===== src/rtl/gravite_colonnes_if.sv =====
// Play-field bus for the gravity engine: game-tick/column inputs, VGA
// counters in, stack status and pixel colour out.
// master: driven by the input logic / VGA timing side.
// slave : the gravity engine itself.
interface gravite_colonnes_if #(
   parameter int NB_COL = 3,
   parameter int HB     = 3
);
   localparam int CW = $clog2(NB_COL);

   logic                   pulse;
   logic [CW-1:0]          col;
   logic [10:0]            hpos;
   logic [10:0]            vpos;
   logic [NB_COL-1:0]      Plus;
   logic                   Aligne;
   logic                   Perdu;
   logic [HB-1:0]          Row;
   logic [NB_COL*HB-1:0]   Hauteurs;
   logic [15:0]            Score;
   logic [4:0]             Couleur;

   modport master (
      output pulse, col, hpos, vpos,
      input  Plus, Aligne, Perdu, Row, Hauteurs, Score, Couleur
   );

   modport slave (
      input  pulse, col, hpos, vpos,
      output Plus, Aligne, Perdu, Row, Hauteurs, Score, Couleur
   );
endinterface


===== src/rtl/gravite_colonnes.sv =====
// Gravity / stacking engine for the falling-brick game.
// Keeps per-column stack heights, drops one brick per game tick, detects
// full bottom rows and game over, and paints the play field one pixel
// per cycle (registered colour, one cycle of latency).
// Optional feature macro: GRAVITE_EFFACE_EN -- when defined, a full
// bottom row is cleared (all heights drop by one) and Score counts it.
//
// state | meaning
// ------+------------------------------------------------------------
// SPAWN | waiting for a tick with a valid column to start a brick
// FALL  | brick falling in column c, one row per tick
// CHECK | one cycle after landing: game-over / full-row evaluation
// LOST  | stack reached the top; frozen until reset
module gravite_colonnes #(
   parameter int NB_COL         = 3,
   parameter int HB             = 3,
   parameter int LARGEUR_BRIQUE = 210,
   parameter int HAUTEUR_BRIQUE = 60
) (
   input logic               clk,
   input logic               reset,
   gravite_colonnes_if.slave bus
);
   localparam int            CW      = $clog2(NB_COL);
   localparam logic [HB-1:0] ROW_TOP = '1;
   localparam int            H0      = 112;
   localparam int            VB      = 492;

   typedef enum logic [1:0] {SPAWN, FALL, CHECK, LOST} state_t;

   state_t            state_q, state_d;
   logic [CW-1:0]     c_q, c_d;
   logic [HB-1:0]     row_q, row_d;
   logic [HB-1:0]     h_q [NB_COL];
   logic [HB-1:0]     h_d [NB_COL];
   logic [NB_COL-1:0] plus_q, plus_d;
   logic              aligne_q, aligne_d;
   logic [15:0]       score_q, score_d;
   logic [4:0]        couleur_q, couleur_d;

   logic [HB-1:0]     h_c;
   logic              any_top;
   logic              all_set;

   // Height of the active column and the row-status summaries used by CHECK.
   always_comb begin
      h_c     = '0;
      any_top = 1'b0;
      all_set = 1'b1;
      for (int i = 0; i < NB_COL; i++) begin
         if (c_q == CW'(i)) h_c = h_q[i];
         if (h_q[i] == ROW_TOP) any_top = 1'b1;
         if (h_q[i] == '0) all_set = 1'b0;
      end
   end

   // Next-state and datapath updates; every register holds unless named.
   always_comb begin
      state_d  = state_q;
      c_d      = c_q;
      row_d    = row_q;
      h_d      = h_q;
      plus_d   = '0;
      aligne_d = 1'b0;
      score_d  = score_q;
      case (state_q)
         SPAWN: begin
            if (bus.pulse && (32'(bus.col) < NB_COL)) begin
               c_d     = bus.col;
               state_d = FALL;
            end
         end
         FALL: begin
            if (bus.pulse) begin
               // <= rather than == keeps Row from ever passing below the stack.
               if (row_q <= h_c) begin
                  for (int i = 0; i < NB_COL; i++) begin
                     if (c_q == CW'(i)) begin
                        h_d[i]    = h_q[i] + 1'b1;
                        plus_d[i] = 1'b1;
                     end
                  end
                  row_d   = ROW_TOP;
                  state_d = CHECK;
               end else begin
                  row_d = row_q - 1'b1;
               end
            end
         end
         CHECK: begin
            if (any_top) begin
               state_d = LOST;
            end else if (all_set) begin
               aligne_d = 1'b1;
`ifdef GRAVITE_EFFACE_EN
               for (int i = 0; i < NB_COL; i++) h_d[i] = h_q[i] - 1'b1;
               if (score_q != 16'hFFFF) score_d = score_q + 16'd1;
`endif
               state_d = SPAWN;
            end else begin
               state_d = SPAWN;
            end
         end
         default: ;
      endcase
   end

   // Pixel colour for the current VGA position; falling brick over stack.
   always_comb begin
      logic [11:0] hp, vp, lo, hi, top, b_lo, b_hi;
      hp        = {1'b0, bus.hpos};
      vp        = {1'b0, bus.vpos};
      lo        = '0;
      hi        = '0;
      top       = '0;
      b_lo      = '0;
      b_hi      = '0;
      couleur_d = 5'd0;
      for (int i = 0; i < NB_COL; i++) begin
         lo  = 12'(H0 + i * LARGEUR_BRIQUE);
         hi  = 12'(H0 + (i + 1) * LARGEUR_BRIQUE);
         top = 12'(VB) - 12'(HAUTEUR_BRIQUE) * 12'(h_q[i]);
         if (hp >= lo && hp < hi && vp >= top && vp < 12'(VB)) begin
            case (i % 3)
               0:       couleur_d = 5'd9;
               1:       couleur_d = 5'd24;
               default: couleur_d = 5'd3;
            endcase
         end
         b_lo = 12'(VB) - 12'(HAUTEUR_BRIQUE) * (12'(row_q) + 12'd1);
         b_hi = 12'(VB) - 12'(HAUTEUR_BRIQUE) * 12'(row_q);
         if (state_q == FALL && c_q == CW'(i) && hp >= lo && hp < hi &&
             vp >= b_lo && vp < b_hi) begin
            couleur_d = 5'd18;
         end
      end
   end

   // State and datapath registers with synchronous reset.
   always_ff @(posedge clk) begin
      if (reset) begin
         state_q   <= SPAWN;
         c_q       <= '0;
         row_q     <= ROW_TOP;
         for (int i = 0; i < NB_COL; i++) h_q[i] <= '0;
         plus_q    <= '0;
         aligne_q  <= 1'b0;
         score_q   <= '0;
         couleur_q <= '0;
      end else begin
         state_q   <= state_d;
         c_q       <= c_d;
         row_q     <= row_d;
         h_q       <= h_d;
         plus_q    <= plus_d;
         aligne_q  <= aligne_d;
         score_q   <= score_d;
         couleur_q <= couleur_d;
      end
   end

   // Output mapping, heights packed column i at [i*HB +: HB].
   always_comb begin
      bus.Hauteurs = '0;
      for (int i = 0; i < NB_COL; i++) bus.Hauteurs[i*HB +: HB] = h_q[i];
   end

   assign bus.Plus    = plus_q;
   assign bus.Aligne  = aligne_q;
   assign bus.Perdu   = (state_q == LOST);
   assign bus.Row     = row_q;
   assign bus.Score   = score_q;
   assign bus.Couleur = couleur_q;
endmodule

===== src/flat_wrapper.sv =====
// flat-port wrapper written by rule: the top's interface ports become plain ports
module gravite_colonnes_flat 
#(
   parameter int NB_COL         = 3,
   parameter int HB             = 3,
   parameter int LARGEUR_BRIQUE = 210,
   parameter int HAUTEUR_BRIQUE = 60
)
  (clk, reset, bus_pulse, bus_col, bus_hpos, bus_vpos, bus_Plus, bus_Aligne, bus_Perdu, bus_Row, bus_Hauteurs, bus_Score, bus_Couleur);
  gravite_colonnes_if #(.NB_COL(NB_COL), .HB(HB)) bus_i ();
  input logic clk;
  input logic reset;
  input wire logic [$bits(bus_i.pulse)-1:0] bus_pulse;
  input wire logic [$bits(bus_i.col)-1:0] bus_col;
  input wire logic [$bits(bus_i.hpos)-1:0] bus_hpos;
  input wire logic [$bits(bus_i.vpos)-1:0] bus_vpos;
  output wire logic [$bits(bus_i.Plus)-1:0] bus_Plus;
  output wire logic [$bits(bus_i.Aligne)-1:0] bus_Aligne;
  output wire logic [$bits(bus_i.Perdu)-1:0] bus_Perdu;
  output wire logic [$bits(bus_i.Row)-1:0] bus_Row;
  output wire logic [$bits(bus_i.Hauteurs)-1:0] bus_Hauteurs;
  output wire logic [$bits(bus_i.Score)-1:0] bus_Score;
  output wire logic [$bits(bus_i.Couleur)-1:0] bus_Couleur;
  assign bus_i.pulse = bus_pulse;
  assign bus_i.col = bus_col;
  assign bus_i.hpos = bus_hpos;
  assign bus_i.vpos = bus_vpos;
  assign bus_Plus = bus_i.Plus;
  assign bus_Aligne = bus_i.Aligne;
  assign bus_Perdu = bus_i.Perdu;
  assign bus_Row = bus_i.Row;
  assign bus_Hauteurs = bus_i.Hauteurs;
  assign bus_Score = bus_i.Score;
  assign bus_Couleur = bus_i.Couleur;
  gravite_colonnes #(.NB_COL(NB_COL), .HB(HB), .LARGEUR_BRIQUE(LARGEUR_BRIQUE), .HAUTEUR_BRIQUE(HAUTEUR_BRIQUE)) u_core (.clk(clk), .reset(reset), .bus(bus_i));
endmodule

===== config.mk =====
export PLATFORM = sky130hd
export DESIGN_NAME = gravite_colonnes_flat
export DESIGN_NICKNAME = d
export VERILOG_FILES = /design/src/rtl/gravite_colonnes_if.sv /design/src/rtl/gravite_colonnes.sv /design/src/flat_wrapper.sv
export SDC_FILE = /design/constraint.sdc
export NUM_CORES = 1
export LEC_CHECK = 0
export CAP_MARGIN = 10
export CORE_UTILIZATION = 40
export CTS_BUF_LIST = sky130_fd_sc_hd__clkbuf_8
export CTS_CLUSTER_DIAMETER = 100
export DETAILED_ROUTE_END_ITERATION = 8
export SKIP_CTS_REPAIR_TIMING = 1
export SLEW_MARGIN = 20
export SYNTH_ARGS = -nofsm -noshare
export SYNTH_HDL_FRONTEND = slang
export SYNTH_SLANG_ARGS = --single-unit

===== constraint.sdc =====
create_clock -name clk -period 6.3 [get_ports clk]
set_clock_uncertainty 0.15 [all_clocks]
set_input_delay 0.945 -clock clk [delete_from_list [all_inputs] [get_ports clk]]
set_output_delay 0.945 -clock clk [all_outputs]
set_load 0.005 [all_outputs]

==> Word-level counts from Yosys, hierarchy flattened <==
Index checks and enable logic that the tools add are counted.
W data, S select, Z words.
{ "word_totals": {"word_cells": 123, "input_bits": 27, "out_inout_bits": 38, "ff_bits": 25} }
{ "classes": {"multipliers": 5, "n_eq_ne": 11, "order_cmp": 14, "addsub": 10, "n_bitwise": 4, "n_mux": 25, "n_reduce_logical": 42} }
{ "ops": {"columns": ["op", "n"], "rows": [
  ["$ge A11 B12 Y1", 4],
  ["$sub A9 B9 Y10 const A", 4],
  ["$mul A4 B3 Y7 const A", 4],
  ["$logic_and A1 B1 Y1", 25],
  ["$mux W5", 5],
  ["$lt A11 B10 Y1 const B", 2],
  ["$lt A11 B9 Y1 const B", 2],
  ["$reduce_and A4 Y1", 4],
  ["$lt A11 B12 Y1", 1],
  ["$mul A4 B12 Y10 const A", 1],
  ["$mux W3", 4],
  ["$sub A9 B12 Y12 const A", 1],
  ["$ge A11 B10 Y1 const B", 1],
  ["$ge A11 B7 Y1 const B", 1],
  ["$ge A11 B9 Y1 const B", 1],
  ["$mux W1", 10],
  ["$add A3 B1 Y3 const B", 3],
  ["$eq A3 B3 Y1 const B", 3],
  ["$logic_not A3 Y1", 3],
  ["$mux W2", 4],
  ["$reduce_or A4 Y1", 2],
  ["$eq A2 B2 Y1 const B", 3],
  ["$pmux W2 S3", 1],
  ["$reduce_or A6 Y1", 1],
  ["14 further kinds", 21]
]} }

==> Logic depth before layout (Yosys ltp) <==
Gate-level depths: netlist of the first run.
{ "logic_depth": {"ltp_word": 11, "depth_mapped": 22, "ltp_nobuf": 22} }

==> Worst setup path before layout of the first run <==
OpenSTA, ideal clock, no wires.
{ "synth_timing": {"kind": "register -> register", "from": "reg u_core.row_q[0] (netlist: u_core.bus.Row[0])", "to": "reg u_core.couleur_q[3] (netlist: u_core.bus.Couleur[3])", "path_buffers": 0, "arrival_time_ps": 4844, "setup_time_ps": 118, "synth_period_minus_slack_ps": 5111, "stages_incl_launch_ff": 23, "required_time_ps": 6032, "slack_ps": 1189, "path_cell_list": "dfxtp_1 > inv_1 > ha_1 > xnor2_1 > ha_1 > inv_1 > fa_1 > inv_1 > fa_1 > a21o_1 > a21oi_1 > xnor2_1 > nand3_1 > nor3_1 > nor2_1 > ha_1 > nand4_1 > or2_2 > o22ai_1 > o21bai_1 > nor4_4 > a21o_1 > a21oi_1"} }
{ "synth_via": {"elab_chain_cells": 8, "word_cells_on_any_way": 16, "classes_between": "add/sub (3); mul (2); order compare (2); mux (2); reduce/logical (7)"} }
{ "synth_rtl": {"columns": ["item", "line_no", "source"], "rows": [
  ["start: declaration", "gravite_colonnes.sv:33", "logic [HB-1:0] row_q, row_d;"],
  ["start signal: assignment", "gravite_colonnes.sv:153", "row_q <= row_d;"],
  ["$add A3 B1 Y4", "gravite_colonnes.sv:130", "b_lo = 12'(VB) - 12'(HAUTEUR_BRIQUE) * (12'(row_q) + 12'd1);"],
  ["$mul A4 B12 Y10", "gravite_colonnes.sv:130", null],
  ["$sub A9 B12 Y12", "gravite_colonnes.sv:130", null],
  ["$ge A11 B12 Y1", "gravite_colonnes.sv:133", "vp >= b_lo && vp < b_hi) begin"],
  ["$logic_and A1 B1 Y1", "gravite_colonnes.sv:132", "if (state_q == FALL && c_q == CW'(i) && hp >= lo && hp < hi &&"],
  ["$logic_and A1 B1 Y1", "gravite_colonnes.sv:133", null],
  ["$mux W5", "gravite_colonnes.sv:132", null],
  ["$mux W5", "gravite_colonnes.sv:123", "if (hp >= lo && hp < hi && vp >= top && vp < 12'(VB)) begin"],
  ["end signal: assignment", "gravite_colonnes.sv:158", "couleur_q <= couleur_d;"],
  ["end: declaration", "gravite_colonnes.sv:39", "logic [4:0] couleur_q, couleur_d;"]
]} }
Parallel ways exist; a longest one is shown, timed or not.
A chain may end at the register's enable or synchronous reset.

==> Final worst setup path of the first run <==
{ "layout_timing": {"from": "reg u_core.row_q[1] (netlist: u_core.bus.Row[1])", "to": "reg u_core.couleur_q[0] (netlist: u_core.bus.Couleur[0])"} }
{ "layout_via": {"elab_chain_cells": 10, "word_cells_on_any_way": 18, "classes_between": "add/sub (3); mul (2); order compare (2); mux (4); reduce/logical (7)"} }
{ "layout_rtl": {"columns": ["item", "line_no"], "rows": [
  ["$add A3 B1 Y4", "gravite_colonnes.sv:130"],
  ["$mul A4 B12 Y10", "gravite_colonnes.sv:130"],
  ["$sub A9 B12 Y12", "gravite_colonnes.sv:130"],
  ["$ge A11 B12 Y1", "gravite_colonnes.sv:133"],
  ["$logic_and A1 B1 Y1", "gravite_colonnes.sv:132"],
  ["$logic_and A1 B1 Y1", "gravite_colonnes.sv:133"],
  ["$mux W5", "gravite_colonnes.sv:132"],
  ["$mux W5", "gravite_colonnes.sv:123"],
  ["$mux W5", "gravite_colonnes.sv:132"],
  ["$mux W5", "gravite_colonnes.sv:123"]
]} }
Parallel ways exist; a longest one is shown, timed or not.

==> results of run 1 <==
[power by group]
group | internal, mW | switching (mW) | leakage (nW)
sequential | 0.155 | 0.00538 | 0.194
clock | 0.0559 | 0.0503 | 0.0288
combinational | 0.140 | 0.182 | 1.92
total | 0.351 | 0.238 | 2.15
[routing by layer]
layer | wire [um] | share of wire, %
met3 | 266 | 3.0
met5 | 0 | 0
met1 | 4180 | 47
met4 | 12 | 0.14
met2 | 4360 | 49
[worst paths after layout]
check                            startpoint                                to  slack, ns  cells after the start
max reg2reg  u_core.bus.Row[1]$_SDFFE_PP1P_  u_core.bus.Couleur[0]$_SDFF_PP0_       0.65                     21
min          u_core.state_q[1]$_SDFFE_PP0P_    u_core.state_q[1]$_SDFFE_PP0P_       0.36                      2
max          u_core.bus.Row[1]$_SDFFE_PP1P_  u_core.bus.Couleur[0]$_SDFF_PP0_       0.65                     21
min reg2reg  u_core.state_q[1]$_SDFFE_PP0P_    u_core.state_q[1]$_SDFFE_PP0P_       0.36                      2
[placed cells by master, fill, tap and decap left out, types with 11 or more instances in the layout]
cell type        instances
inv_1                   34
nor2_1                  32
nand3_1                 15
xnor2_1                 15
a21o_1                  11
fa_1                    16
a21oi_1                 23
dfxtp_1                 24
nand2_1                 17
ha_1                    97
o21ai_0                 13
clkdlybuf4s50_1         46
conb_1                  17
xor2_1                  17
[worst register-to-register path: stages (launching register included)]
cell      delay [ns]
dfxtp_1         0.59
inv_1           0.17
ha_1            0.44
xnor2_1         0.35
ha_1            0.31
inv_1           0.08
fa_1            0.41
inv_1           0.10
ha_1            0.23
a211oi_1        0.35
nor2_1          0.10
xor2_1          0.31
nand3_1         0.18
nor3_1          0.20
nor2_1          0.07
ha_1            0.31
nand4_1         0.12
or2_2           0.31
o22ai_1         0.13
o21bai_1        0.12
nor4_4          0.28
a221oi_1        0.18
[registers in the layout, summed over array words and instances, names as in the netlist]
name	flops
u_core.bus.Hauteurs	9
u_core.bus.Couleur	4
u_core.bus.Plus	3
u_core.bus.Row	3
u_core.c_q	2
u_core.state_q	2
u_core.bus.Aligne	1
[logic make-up after synthesis]
kind of cell	share of synthesized area (%)
flops	12.3
buf+inv	7.49
other cells	0.0963
mux	2.96
fa+ha+maj	39.4
compound gates	16.2
xor+xnor	7.20
simple gates	14.3
[layout make-up]
| class | instances | area [um2] |
|---|---|---|
| fillers | 906 | 4850 |
| multi-input cells | 374 | 3180 |
| flip-flops and latches | 24 | 480 |
| repair buffers | 47 | 468 |
| well taps | 129 | 161 |
| inverters | 35 | 131 |
| clock buffers | 4 | 55.1 |
==> reports/results.ini, run 1 <==
[run_status]
status = finished, final reports clean

[floorplanning]
core_um2 = 9330
start_util_pct = 41.7
fp.dieH_um = 101
die-area_um2 = 10100
fp.dieW_um = 101
num_rows = 35
ios = 65

[placed_design]
placed_cells = 609
placedInstanceArea_um2 = 4420
place.gp.congestion = 0.799
port_buffers = 46
dp_slack_ns = 0.689
place.detailed.hpwl_um = 7460

[worst_setup_path]
critPathRequiredTime_ns = 6.26
worst_ep_arrival_time_ns = 5.61
critical_path_buf_inv_count = 3
start_kind = flop
critPathMaxFanout = 10
crit_top_cell = ha_1
path_cells = inv_1 > ha_1 > xnor2_1 > ha_1 > inv_1 > fa_1 > inv_1 > ha_1 > a211oi_1 > nor2_1 > xor2_1 > nand3_1 > nor3_1 > nor2_1 > ha_1 > nand4_1 > or2_2 > o22ai_1 > o21bai_1 > nor4_4 > a221oi_1
critical_path_class = reg -> reg
critPathSlowestCell = dfxtp_1
crit_family = adder cells
slowest_delay_ns = 0.59
end_kind = flop

[sta]
fin_crit_sh_pct = 89.7
timing.final.hold_violations = 0
rsz0062_at_grt = false
maxSlewHeadroom_pct = 46.6
fin_ws_ns = 0.648
hold_ws_ns = 0.360
setup_viol = 0
fin_tns_setup_ns = 0
final_max_slew_viol_count = 0
clock.fmax_mhz = 177
worst_pin_slew_ns = 0.798
fin_crit_ns = 5.65

[synthesis]
yosys_most_used_dff = dfxtp_1
synth.avg_cell_area_um2 = 8.85
synthTopCellsByCount = 97 x ha_1, 34 x inv_1, 32 x nor2_1
post-synth-top-area-fraction_pct = 31.2
ys_top_cells_by_area = ha_1 31%, dfxtp_1 12%, fa_1 8.2%
async_flop_share_pct = 0
yosys_warnings = 0
yosysMostFrequentCell = ha_1
synthesis.instances = 440
synth_top_area_cell = ha_1
ys_seq_area_share_pct = 12.3
syn_area_um2 = 3890
synth_edf_count = 0
synth_cell_types = 62
synth_seq_cells = 24

[global_route]
grt_max_degree = 22
gr-usage-met2_pct = 32.5
grt_pass1_wl_um = 14800
use_met3_pct = 2.08
busiest_layer = met2
antenna_found_initial = 0
grt_pass1_vias = 3093
grt_overflow_total = 0
globalRouteMet1Util_pct = 24.8
track_usage_pct = 18.3

[cts]
clk_pin_slew_ns = 0.08
h-tree-depth = 1
root_buffer = clkbuf_8
clk_path_buf_depth = 2
cts_buffers = 3
clock-sinks = 24
cts_tree = built
clock_latency_ns = 0.27

[run]
maxCapViolCount = 0

[routing]
antenna_left = 0
num_vias = 3176
first_pass_iters = 4
routed_wl_um = 8820
drt-initial-drc-count = 131
wire_per_inst_um = 14.4
routed_via_density = 5.18
drc_errors = 0

[cells_and_area]
finish.utilization_pct = 48.0
area_growth_pct = 15.0
nets = 625
diodes = 0
fin_cells = 613
layout-drive-gt1-share_pct = 3.10
finalInstanceArea_um2 = 4480

[power]
totalPowerFinal_uw = 589
power_density_nw_per_um2 = 131
irDropWorstVdd_uv = 71.0
power.leakage_nw = 2.15

[worst_hold_path]
hold_class = reg -> reg

Power figures use the tool's default switching activity.
==> inputs of run 2 (changes only) <==
- CORE_MARGIN: unset -> 2
==> run 2 against run 1 <==
Net effect: die area grew 4.0%; sequential cell count stayed put; critical path type unchanged; register-to-register slack got worse by 0.05 ns; global-route usage down 0.96 points; maximum frequency decreased by 0.87%; critical path depth up 1; non-clock buffer count is the same; via count increased by 0.60%; critical endpoint is now u_core.bus.Couleur[1]$_SDFF_PP0_; cell count increased by 0.65%; combinational power decreased by 1%; largest power group unchanged; routed wire length is 0.15% lower; hold slack lost 0.0087 ns.
==> reports/results.ini, run 2 (synthesis gave the netlist of run 1 again) <==
[run_status]
status = finished, final reports clean

[power]
irDropWorstVdd_uv = 67.3  ; -5.1%
totalPowerFinal_uw = 586  ; -0.39%
power.leakage_nw = 2.15  ; unchanged
power_density_nw_per_um2 = 131  ; -0.50%

[floorplanning]
die-area_um2 = 10500  ; +4.0%
ios = 65  ; unchanged
num_rows = 36  ; +2.9%
start_util_pct = 40.6  ; -1.2 points
fp.dieW_um = 103  ; +2.0%
fp.dieH_um = 103  ; +2.0%
core_um2 = 9590  ; +2.9%

[routing]
drt-initial-drc-count = 105  ; -20%
antenna_left = 0  ; unchanged
wire_per_inst_um = 14.3  ; -0.79%
drc_errors = 0  ; unchanged
dr.max_layer_used = met4
routed_via_density = 5.18  ; about the same
num_vias = 3195  ; +0.60%
routed_wl_um = 8810  ; -0.15%
met2WireLength_um = 4370  ; +0.14%
first_pass_iters = 4  ; unchanged
drt-met1-wl_um = 4190  ; +0.22%
route.met3.wl_um = 211  ; -21%

[sta]
hold_ws_ns = 0.352  ; -0.00873 ns
fin_crit_ns = 5.70  ; +0.0498 ns
rsz0062_at_grt = false
fin_crit_sh_pct = 90.5  ; +0.79 points
worst_pin_slew_ns = 0.828  ; +0.0295 ns
timing.final.hold_violations = 0  ; unchanged
maxSlewHeadroom_pct = 44.6  ; -2.0 points
fin_tns_setup_ns = 0  ; unchanged
final_max_slew_viol_count = 0  ; unchanged
setup_viol = 0  ; unchanged
clock.fmax_mhz = 175  ; -0.87%

[worst_setup_path]
critPathRequiredTime_ns = 6.34  ; +0.08 ns
path_cells = inv_1 > ha_1 > xnor2_1 > ha_1 > inv_1 > fa_1 > inv_1 > fa_1 > a21o_1 > a21oi_1 > xnor2_1 > nand3_1 > nor3_1 > nor2_1 > ha_1 > nand4_1 > or2_2 > o22ai_1 > o21bai_1 > nor4_4 > o21ai_2 > a21oi_1
crit_family = adder cells
critical_path_buf_inv_count = 3  ; unchanged
path_depth = 22  ; +4.8%
critical_path_class = reg -> reg
critPathSlowestCell = dfxtp_1
slowest_delay_ns = 0.61  ; +0.02 ns
end_kind = flop
worst_ep_arrival_time_ns = 5.75  ; +0.14 ns
start_kind = flop
critPathMaxFanout = 10  ; unchanged
r2r_cells = 22  ; +4.8%

[cells_and_area]
area_growth_pct = 15.1
nets = 625  ; unchanged
fin_cells = 617  ; +0.65%
largest_reg_flops = 9  ; unchanged
mostFrequentLayoutCells = 97 x ha_1, 46 x clkdlybuf4s50_1, 34 x inv_1
diodes = 0  ; unchanged
layout_commonest_cell = ha_1
layout-drive-gt1-share_pct = 3.10  ; unchanged

[cts]
clock_latency_ns = 0.27  ; about the same
cts_tree = built
cts_buffers = 3  ; unchanged
h-tree-depth = 1  ; unchanged
root_buffer = clkbuf_8
clk_path_buf_depth = 2  ; unchanged
clk_pin_slew_ns = 0.09  ; about the same
clock-sinks = 24  ; unchanged

[run]
maxCapViolCount = 0  ; unchanged

[worst_hold_path]
hold_class = reg -> reg
worstHoldPathCells = 2  ; unchanged

[global_route]
grt_overflow_total = 0  ; unchanged
grt_max_degree = 22  ; unchanged
track_usage_pct = 17.3  ; -0.96 points
grt_pass1_vias = 3100  ; +0.23%
grt_pass1_wl_um = 14400  ; -2.8%
antenna_found_initial = 0  ; unchanged

[placed_design]
place.gp.congestion = 0.769  ; -3.7%
port_buffers = 46  ; unchanged
placed_cells = 613  ; +0.66%
place.detailed.hpwl_um = 7510  ; +0.67%

## run 2: cell counts in the layout (fill, tap and decap cells not counted)
No cell type changed its count.
## run 2: cell type report
class	instances	area, um2
multi-input cells	374	3180
well taps	133	166
fillers	957	5110
inverters	35	131
flip-flops and latches	24	480
clock buffers	4	55.1
repair buffers	47	468
## run 2: worst paths after layout
kind	from	endpoint	slack (ns)
setup reg to reg	u_core.bus.Row[1]$_SDFFE_PP1P_	u_core.bus.Couleur[1]$_SDFF_PP0_	0.60
setup / recovery	u_core.bus.Row[1]$_SDFFE_PP1P_	u_core.bus.Couleur[1]$_SDFF_PP0_	0.60
hold reg to reg	u_core.state_q[1]$_SDFFE_PP0P_	u_core.state_q[1]$_SDFFE_PP0P_	0.35
hold / removal	u_core.state_q[1]$_SDFFE_PP0P_	u_core.state_q[1]$_SDFFE_PP0P_	0.35
## run 2: per-stage QoR
step / util (%) / area (um2) / setup WS, ns
finish: 46.7 / 4480 / 0.598
global route: 46.7 / 4480 / 0.164
CTS: 46.7 / 4480 / 0.612
detailed placement: 46.2 / 4430 / 0.656
global placement: 46.2 / 4430 / 0.705
floorplan: - / 3950 / 1.19
## run 2: worst reg2reg max path, stage by stage (launching register included)
cell      delay [ns]
dfxtp_1         0.61
inv_1           0.19
ha_1            0.51
xnor2_1         0.19
ha_1            0.34
inv_1           0.06
fa_1            0.50
inv_1           0.06
fa_1            0.40
a21o_1          0.20
a21oi_1         0.25
xnor2_1         0.21
nand3_1         0.16
nor3_1          0.21
nor2_1          0.07
ha_1            0.31
nand4_1         0.11
or2_2           0.30
o22ai_1         0.13
o21bai_1        0.12
nor4_4          0.28
o21ai_2         0.12
a21oi_1         0.14
## run 2: power by group
part	switching, mW	internal (mW)	leakage (nW)
sequential	0.00541	0.155	0.194
combinational	0.179	0.140	1.92
clock	0.0519	0.0560	0.0288
total	0.236	0.350	2.15
## run 2: routing by layer
metal,global-route usage [%],vias to the layer above
met3,2.17,4
li1,-,1627
met4,1.85,0
met2,31.4,46
met5,0,-
met1,22.6,1518
==> inputs of run 3 (changes only) <==
- ABC_AREA: unset -> 1
- SKIP_LAST_GASP: unset -> 1
==> run 3 against run 2 <==
Net effect: combinational power grew to 4.5 times the previous value; critical endpoint is now u_core.bus.Couleur[3]$_SDFF_PP0_; synthesized cell count is 28% higher; cell count rose by 21%.
==> reports/results.ini, run 3 <==
[worst_setup_path]
critPathRequiredTime_ns = 6.32  ; -0.02 ns
critPathMaxFanout = 9  ; -1
critical_path_class = reg -> reg
end_kind = flop
critical_path_buf_inv_count = 4  ; +1
crit_family = adder cells
crit_top_cell = nand2_1
slowest_delay_ns = 0.63  ; +0.02 ns
critPathSlowestCell = dfxtp_1
worst_ep_arrival_time_ns = 5.28  ; -0.47 ns
start_kind = flop

[synthesis]
synth_seq_cells = 24  ; unchanged
post-synth-top-area-fraction_pct = 29.4  ; -1.8 points
yosysMostFrequentCell = nand2_1
ys_top_cells_by_area = ha_1 29%, dfxtp_1 12%, nand2_1 9.8%
yosys_most_used_dff = dfxtp_1
yosys_warnings = 0  ; unchanged
async_flop_share_pct = 0  ; unchanged
synth_cell_types = 41  ; -34%
ys_seq_area_share_pct = 11.6  ; -0.71 points
synth_edf_count = 0  ; unchanged
synth_top_area_cell = ha_1
synthTopCellsByCount = 108 x nand2_1, 97 x ha_1, 85 x inv_1
synthesis.instances = 561  ; +28%
syn_area_um2 = 4130  ; +6.1%
synth.avg_cell_area_um2 = 7.36  ; -17%

[cells_and_area]
fill_cells = 1032  ; +7.8%
multi_input_area_um2 = 3250  ; +2.2%
layout_commonest_cell = nand2_1
seqCellArea_um2 = 480  ; unchanged
diodes = 0  ; unchanged
nets = 751  ; +20%
mostFrequentLayoutCells = 108 x nand2_1, 97 x ha_1, 85 x inv_1
finalInstanceArea_um2 = 4760  ; +6.2%
area_growth_pct = 15.3
layout-drive-gt1-share_pct = 3.93  ; +0.84 points
largest_reg_flops = 9  ; unchanged

[cts]
clock-sinks = 24  ; unchanged
clk_pin_slew_ns = 0.10  ; about the same
h-tree-depth = 1  ; unchanged
cts_tree = built
root_buffer = clkbuf_8
clock_latency_ns = 0.28  ; about the same
clk_path_buf_depth = 2  ; unchanged
cts_buffers = 3  ; unchanged

[global_route]
track_usage_pct = 17.6  ; +0.30 points
grt_pass1_vias = 3546  ; +14%
antenna_found_initial = 0  ; unchanged
grt_overflow_total = 0  ; unchanged
grt_max_degree = 19  ; -14%
grt_pass1_wl_um = 16200  ; +13%

[routing]
routed_via_density = 4.84  ; -6.5%
drt-initial-drc-count = 96  ; -8.6%
routed_wl_um = 9400  ; +6.7%
drc_errors = 0  ; unchanged
antenna_left = 0  ; unchanged
num_vias = 3610  ; +13%
first_pass_iters = 4  ; unchanged
wire_per_inst_um = 12.6  ; -12%

[placed_design]
place.gp.congestion = 0.909  ; +18%
place.detailed.hpwl_um = 8030  ; +7.0%
port_buffers = 46  ; unchanged
placedInstanceArea_um2 = 4690  ; +5.9%

[floorplanning]
fp.dieW_um = 106  ; +2.9%
ios = 65  ; unchanged
num_rows = 37  ; +2.8%
die-area_um2 = 11200  ; +5.8%
start_util_pct = 40.6  ; about the same
core_um2 = 10200  ; +6.2%
fp.dieH_um = 106  ; +2.9%

[worst_hold_path]
hold_class = reg -> reg

[sta]
fin_tns_setup_ns = 0  ; unchanged
timing.final.hold_violations = 0  ; unchanged
setup_viol = 0  ; unchanged
clock.fmax_mhz = 190  ; +8.2%
maxSlewHeadroom_pct = 64.2  ; +20 points
fin_crit_ns = 5.27  ; -0.435 ns
fin_crit_sh_pct = 83.6  ; -6.9 points
final_max_slew_viol_count = 0  ; unchanged
rsz0062_at_grt = false
worst_pin_slew_ns = 0.536  ; -0.292 ns

[power]
irDropWorstVdd_uv = 321  ; +380%
power.leakage_nw = 2.51  ; +17%
power_density_nw_per_um2 = 368  ; +180%

[run]
maxCapViolCount = 0  ; unchanged

[run_status]
status = finished, final reports clean

## run 3: changes by cell type after synthesis, moves of 5 or more
cell,delta
a21oi_1,+17
xnor2_1,-8
o21ai_0,+8
a21o_1,-11
mux2i_1,-10
inv_1,+51
nor2_1,+10
nor2_2,+5
nand3_1,+20
nor2b_1,-7
nor3_1,-5
nand2_1,+91
## run 3: cell type report
cell class,instances,area share (%)
repair buffers,47,9.83
clock buffers,3,0.867
multi-input cells,450,68.3
inverters,85,6.70
well taps,136,3.57
flip-flops and latches,24,10.1
clock inverters,1,0.631
## run 3: path summary, 6_finish.rpt
path,startpoint,endpoint,slack [ns],depth (start not counted)
min reg2reg,u_core.c_q[1]$_SDFFE_PP0P_,u_core.c_q[1]$_SDFFE_PP0P_,0.40,2
max reg2reg,u_core.bus.Row[1]$_SDFFE_PP1P_,u_core.bus.Couleur[3]$_SDFF_PP0_,1.03,29
min,u_core.c_q[1]$_SDFFE_PP0P_,u_core.c_q[1]$_SDFFE_PP0P_,0.40,2
max,u_core.bus.Row[1]$_SDFFE_PP1P_,u_core.bus.Couleur[3]$_SDFF_PP0_,1.03,29
## run 3: where the power goes
part           internal [mW]  switching, mW  leakage, nW
registers              0.167         0.0210        0.195
clock network         0.0850         0.0529       0.0357
logic                  0.572          0.856         2.28
## run 3: through the flow
step	setup slack, ns	util [%]	cells	hold WS, ns	power, mW
after detailed placement	1.05	46.0	742	0.381	1.61
final	1.03	46.7	746	0.397	1.75
after floorplan	1.71	-	577	0.340	1.31
after global routing	0.432	46.7	746	0.427	2.02
after global placement	1.13	46.0	742	0.376	1.56
after CTS	1.01	46.7	746	0.395	1.77
## run 3: metal layers
metal / wire length (um) / track usage (%)
met2: 4670 / 32.9
met3: 255 / 1.48
met4: 72 / 2.07
met1: 4400 / 22.6
met5: 0 / 0
## run 3: logic make-up (layout without fill, tap and decap cells)
kind of cell | Yosys count | in the layout | share of synthesized area, %
other | 1 | 17 | 0.0908
flip-flops | 24 | 24 | 11.6
AO/OA/AOI/OAI | 80 | 80 | 11.3
buffers and inverters | 103 | 136 | 11.1
XOR/XNOR | 23 | 23 | 5.42
AND/OR/NAND/NOR | 217 | 217 | 23.4
adder cells (fa/ha/maj) | 113 | 113 | 37.1
## run 3: worst min-delay path, cell delays in order (launching register included)
cell and delay (ns):
dfxtp_1 0.35, inv_1 0.10, a21oi_1 0.06
